==> config.mk <==
export PLATFORM = sky130hd
export DESIGN_NAME = audio_capture_sequencer
export DESIGN_NICKNAME = d
export VERILOG_FILES = /design/src/rtl/audio_capture_sequencer.sv
export SDC_FILE = /design/constraint.sdc
export NUM_CORES = 1
export LEC_CHECK = 0
export CORE_MARGIN = 4
export CORE_UTILIZATION = 60
export CTS_BUF_LIST = sky130_fd_sc_hd__clkbuf_4
export DETAILED_ROUTE_END_ITERATION = 12
export DONT_BUFFER_PORTS = 1
export GPL_ROUTABILITY_DRIVEN = 0
export PLACE_DENSITY_LB_ADDON = 0.3
export SLEW_MARGIN = 20
export SYNTH_ARGS = -nofsm -noshare
export SYNTH_HDL_FRONTEND = slang
export SYNTH_SLANG_ARGS = --single-unit
==> constraint.sdc <==
create_clock -name clk -period 3 [get_ports clk]
set_input_delay 0.45 -clock clk [delete_from_list [all_inputs] [get_ports clk]]
set_output_delay 0.45 -clock clk [all_outputs]
set_load 0.01 [all_outputs]
==> src/rtl/audio_capture_sequencer.sv <==
// -----------------------------------------------------------------------------
// audio_capture_sequencer
//
// Purpose:
//   Sequences stereo capture out of the left/right audio sample FIFOs. A
//   capture is armed, optionally waits for an external trigger, then pops
//   matched L/R pairs and presents them one word at a time (L first, then R)
//   to a valid/ready sink. It also drives i2s_enable upstream and keeps a
//   sticky FIFO-overrun flag.
//
// Configuration macro:
//   AUDSEQ_PRETRIG_FLUSH_EN - when defined, both FIFOs are drained and the
//   data discarded while waiting for the trigger, so the first captured pair
//   is fresh post-trigger data. Overrun is not flagged while waiting.
//   Undefined (default): FIFOs are untouched while waiting.
//
// Ports:
//   clk, reset_n          system clock / synchronous active-low reset
//   cfg_arm, cfg_abort    1-cycle control pulses (abort wins over arm)
//   cfg_trig_mode         0 = start immediately, 1 = ext_trig rising edge
//   cfg_sample_count      pairs to capture, 0 = continuous
//   ext_trig              external trigger, synchronous to clk
//   fifo_*_empty/_full    FIFO status flags
//   fifo_*_q              FIFO read data, valid the cycle after rdreq
//   fifo_*_rdreq          FIFO pops, always issued together
//   out_valid/out_ready   sink handshake; out_data/out_chan (0=L, 1=R)
//   i2s_enable, busy      high whenever not idle
//   done, overrun         sticky status, cleared by an accepted arm
//   pairs_done            pairs delivered in the current/last capture
//
// Handshake: a word transfers on a clock edge where out_valid && out_ready.
// While out_valid is high, out_data/out_chan stay stable until the transfer.
// -----------------------------------------------------------------------------
module audio_capture_sequencer #(
    parameter int AUD_BIT_DEPTH = 24,
    parameter int CNT_WIDTH     = 16
) (
    input  logic                     clk,
    input  logic                     reset_n,
    input  logic                     cfg_arm,
    input  logic                     cfg_abort,
    input  logic                     cfg_trig_mode,
    input  logic [CNT_WIDTH-1:0]     cfg_sample_count,
    input  logic                     ext_trig,
    input  logic                     fifo_l_empty,
    input  logic                     fifo_r_empty,
    input  logic                     fifo_l_full,
    input  logic                     fifo_r_full,
    input  logic [AUD_BIT_DEPTH-1:0] fifo_l_q,
    input  logic [AUD_BIT_DEPTH-1:0] fifo_r_q,
    output logic                     fifo_l_rdreq,
    output logic                     fifo_r_rdreq,
    output logic                     out_valid,
    input  logic                     out_ready,
    output logic [AUD_BIT_DEPTH-1:0] out_data,
    output logic                     out_chan,
    output logic                     i2s_enable,
    output logic                     busy,
    output logic                     done,
    output logic                     overrun,
    output logic [CNT_WIDTH-1:0]     pairs_done
);

    typedef enum logic [2:0] {
        S_IDLE,
        S_WAIT_TRIG,
        S_FETCH,
        S_LATCH,
        S_OUT_L,
        S_OUT_R
    } state_t;

    localparam logic [CNT_WIDTH-1:0] CNT_ONE = {{(CNT_WIDTH-1){1'b0}}, 1'b1};

    state_t                   state;
    state_t                   state_nx;
    logic [CNT_WIDTH-1:0]     count_r;
    logic                     trig_mode_r;
    logic                     trig_q;
    logic                     trig_rise;
    logic [AUD_BIT_DEPTH-1:0] hold_l;
    logic [AUD_BIT_DEPTH-1:0] hold_r;
    logic                     fifo_rd;
    logic                     accept_pair;
    logic                     arm_go;
    logic                     last_pair;
    logic                     ovr_window;
    logic [CNT_WIDTH-1:0]     pairs_inc;

    assign arm_go    = (state == S_IDLE) && cfg_arm && !cfg_abort;
    assign pairs_inc = pairs_done + CNT_ONE;
    // A zero count means continuous capture, so it never terminates here.
    assign last_pair = (count_r != '0) && (pairs_inc == count_r);

    assign i2s_enable   = (state != S_IDLE);
    assign busy         = (state != S_IDLE);
    assign fifo_l_rdreq = fifo_rd;
    assign fifo_r_rdreq = fifo_rd;

`ifdef AUDSEQ_PRETRIG_FLUSH_EN
    // The pre-trigger flush deliberately lets the FIFOs run; a full flag
    // there is expected and not an overrun.
    assign ovr_window = i2s_enable && (state != S_WAIT_TRIG);
`else
    assign ovr_window = i2s_enable;
`endif

    always_ff @(posedge clk) begin
        if (!reset_n) begin
            state       <= S_IDLE;
            count_r     <= '0;
            trig_mode_r <= 1'b0;
            trig_q      <= 1'b0;
            trig_rise   <= 1'b0;
            hold_l      <= '0;
            hold_r      <= '0;
            done        <= 1'b0;
            overrun     <= 1'b0;
            pairs_done  <= '0;
        end else begin
            state     <= state_nx;
            // Registered edge detect: a rising ext_trig is seen one cycle late.
            trig_q    <= ext_trig;
            trig_rise <= ext_trig & ~trig_q;

            if (arm_go) begin
                count_r     <= cfg_sample_count;
                trig_mode_r <= cfg_trig_mode;
                done        <= 1'b0;
                overrun     <= 1'b0;
                pairs_done  <= '0;
            end

            if (state == S_LATCH) begin
                hold_l <= fifo_l_q;
                hold_r <= fifo_r_q;
            end

            if (accept_pair) begin
                pairs_done <= pairs_inc;
                if (last_pair) begin
                    done <= 1'b1;
                end
            end

            if (ovr_window && (fifo_l_full || fifo_r_full)) begin
                overrun <= 1'b1;
            end
        end
    end

    always_comb begin
        state_nx    = state;
        fifo_rd     = 1'b0;
        out_valid   = 1'b0;
        out_chan    = 1'b0;
        out_data    = '0;
        accept_pair = 1'b0;

        case (state)
            S_IDLE: begin
                if (cfg_arm) begin
                    state_nx = S_WAIT_TRIG;
                end
            end
            S_WAIT_TRIG: begin
                if (!trig_mode_r || trig_rise) begin
                    state_nx = S_FETCH;
                end
`ifdef AUDSEQ_PRETRIG_FLUSH_EN
                if (!fifo_l_empty && !fifo_r_empty) begin
                    fifo_rd = 1'b1;
                end
`endif
            end
            S_FETCH: begin
                // Pop only when both sides have data so L and R stay paired.
                if (!fifo_l_empty && !fifo_r_empty) begin
                    fifo_rd  = 1'b1;
                    state_nx = S_LATCH;
                end
            end
            S_LATCH: begin
                state_nx = S_OUT_L;
            end
            S_OUT_L: begin
                out_valid = 1'b1;
                out_data  = hold_l;
                if (out_ready) begin
                    state_nx = S_OUT_R;
                end
            end
            S_OUT_R: begin
                out_valid = 1'b1;
                out_chan  = 1'b1;
                out_data  = hold_r;
                if (out_ready) begin
                    accept_pair = 1'b1;
                    state_nx    = last_pair ? S_IDLE : S_FETCH;
                end
            end
            default: begin
                state_nx = S_IDLE;
            end
        endcase

        // Abort overrides everything: no pair is counted and done stays clear.
        if (cfg_abort) begin
            state_nx    = S_IDLE;
            accept_pair = 1'b0;
        end
    end

endmodule

==> impl_metrics.toml <==
[routing]
routed_wirelength_mm = 10.2
dr.pass1.iters = 5
wire_per_inst_um = 16.0
vias = 3764
viasPerCell = 5.92
drcViolationCount = 0
ant_nets = 0
dr.first_iter.drc_count = 259

[setup_path]
end_kind = "flip-flop"
path_class = "flip-flop to flip-flop"
cp.buffers_inverters = 0
cp_slowest_stage_delay_ps = 560
r2r_end = "done$_SDFF_PN0_"
path_max_fanout = 9
startpoint = "pairs_done[0]$_SDFFE_PN0P_"
cp_cell_sequence = "ha_1 -> nand3_2 -> nor3_2 -> xnor2_1 -> or4_1 -> nor4_2 -> a31o_1"
r2r_start = "pairs_done[0]$_SDFFE_PN0P_"
arrival_ps = 2900
ff2ff_path_depth = 7
critical-path-top-delay-family = "simple AND/OR/NAND/NOR gates"
critPathRequiredTime_ps = 3360
r2r_setup_slack_ps = 470
cpMaxStageDelayCell = "dfxtp_1"
cp-start-kind = "flip-flop"

[layout]
fillers = 630
drive_gt1_share_pct = 7.41
layout_commonest_cell = "nand2_1"
layout_common_cells = "nand2_1, dfxtp_1, a21oi_1"
diodes = 0
fin_nets = 611
area_growth_pct = 4.72

[synth]
yosysWarnings = 0
synthArstFlopShare_pct = 0
synth_cell_types = 56
seq_area_frac_synth_pct = 41.5
ys_seq_elements = 88
synth_top_cell_by_area = "dfxtp_1"
synth_edf_count = 0
avgSynthCellArea_um2 = 7.66
syn_area_mm2 = 0.00424
synthTopCellsByArea = "dfxtp_1, nand2_1, a21oi_1"
synth.net_count = 630
ys.flop_type = "dfxtp_1"
synthCells = 554
netlist.area_leader.share_pct = 41.5

[clock_network]
cts_buffers = 9
cts_tree = "yes"
htreeDepth = 3
clock_sinks = 88
cts_hold_buf = 0
cts.clk_slew.worst_paths_ps = 150
clockBufferDepth = 2
cts-root-buf = "clkbuf_4"
cts_setup_buffers = 0
insertion_delay_ps = 420
cts_resized = 0

[placement]
hpwl_mm = 7.21
port-buffer-count = 0

[power_and_ir_drop]
pwr_density_cell_mw_per_mm2 = 472
total_power_w = 0.00210
p_leak_nw = 1.43
ir_drop_uv = 268

[global_route]
grt_pass1_wl_mm = 16.6
grt_max_degree = 50
gr-total-overflow = 0
grt_pass1_vias = 3476
antenna_found_initial = 0
grt.total_usage_pct = 24.0

[timing]
finalCritPeriodShare_pct = 84.5
setup_violations = 0
drv_slew = 0
min_period_ps = 2530
worstMarginPinSlew_ps = 893
rsz0062_at_grt = "no"
finClkSkew_ps = 22.0
slew-limit-headroom_pct = 40.5
hold_viol = 0
tns_ps = 0
timing.fmax_mhz = 395

[floorplan]
ios = 123
start_util_pct = 62.1
rows = 30
die_h_um = 92.1
core_mm2 = 0.00683
dieArea_mm2 = 0.00848
die_x_um = 92.1

[min_path]
hold_class = "input port to flip-flop"
hold_start = "fifo_r_q[4]"
hold-path-endpoint = "hold_r[4]$_SDFFE_PN0P_"
hold_depth = 2

[run]
maxCapViolCount = 0

[run_status]
outcome = "completed"
cell usage after synthesis (3+ instances only):
| library cell | n |
|---|---|
| inv_1 | 3 |
| nor2_1 | 49 |
| buf_2 | 7 |
| nand2b_1 | 3 |
| nand4_1 | 6 |
| a21oi_1 | 85 |
| nor4_1 | 5 |
| a311oi_1 | 3 |
| or3_1 | 3 |
| and2_1 | 3 |
| dfxtp_1 | 88 |
| nand3_1 | 3 |
| nand4b_1 | 3 |
| nor3_1 | 8 |
| and3_1 | 4 |
| xor2_1 | 8 |
| mux2i_1 | 26 |
| nand2_1 | 148 |
| o21ai_0 | 12 |
| nand3b_1 | 3 |
| clkbuf_1 | 26 |
| buf_1 | 4 |
| xnor2_1 | 15 |
state kept, by name, indices dropped and copies added, names as in the netlist:
register,flops
hold_l,24
trig_rise,1
trig_q,1
done,1
hold_r,24
trig_mode_r,1
pairs_done,16
overrun,1
count_r,16
state,3
area by class of cell:
class / instances / area (um2) / share of cell area, %
Clock buffer: 9 / 67.6 / 1.52
Clock inverter: 7 / 96.3 / 2.17
Inverter: 4 / 15.0 / 0.338
Multi-Input combinational cell: 422 / 2300 / 51.9
Sequential cell: 88 / 1760 / 39.7
Tap cell: 96 / 120 / 2.70
Timing Repair Buffer: 10 / 75.1 / 1.69
stage by stage:
step	setup WS, ps	instances	hold slack, ps	cell area (um2)	util [%]
finish	466	636	137	4440	65.0
global route	339	636	116	4440	65.0
CTS	504	636	123	4440	65.0
detailed placement	547	620	379	4280	62.6
global placement	653	620	378	4280	62.6
floorplan	842	554	367	4240	-
layer usage:
metal,vias to the layer above,global-route usage (%),share of wire (%)
li1,1843,-,-
met1,1732,32.4,43
met2,171,37.4,46
met3,18,5.91,9.6
met4,0,8.42,1.7
met5,-,0,0
where the power goes:
group          internal (W)  switching [W]
combinational     0.0000575      0.0000956
clock              0.000338       0.000400
sequential          0.00119      0.0000173
total               0.00158       0.000513
worst max path at each step:
| stage | endpoint | slack (ps) | cells past startpoint |
|---|---|---|---|
| after global placement | state[1]$_SDFFE_PP0P_ | 650 | 7 |
| after CTS | done$_SDFF_PN0_ | 500 | 7 |
| final | done$_SDFF_PN0_ | 470 | 7 |
| after global routing | done$_SDFF_PN0_ | 340 | 7 |
| after floorplan | state[1]$_SDFFE_PP0P_ | 840 | 8 |
| after detailed placement | state[1]$_SDFFE_PP0P_ | 550 | 7 |
cell families after synthesis:
kind of cell | Yosys count | synth area share (%)
and+or+nand+nor | 256 | 27.8
AOI/OAI and AO/OA | 116 | 15.2
DFF | 88 | 41.5
buffers and inverters | 44 | 4.31
muxes | 26 | 6.14
xor gates and xnor gates | 23 | 4.75
adders and majority gates | 1 | 0.295
Note: power is estimated with default switching activity, not from simulation.
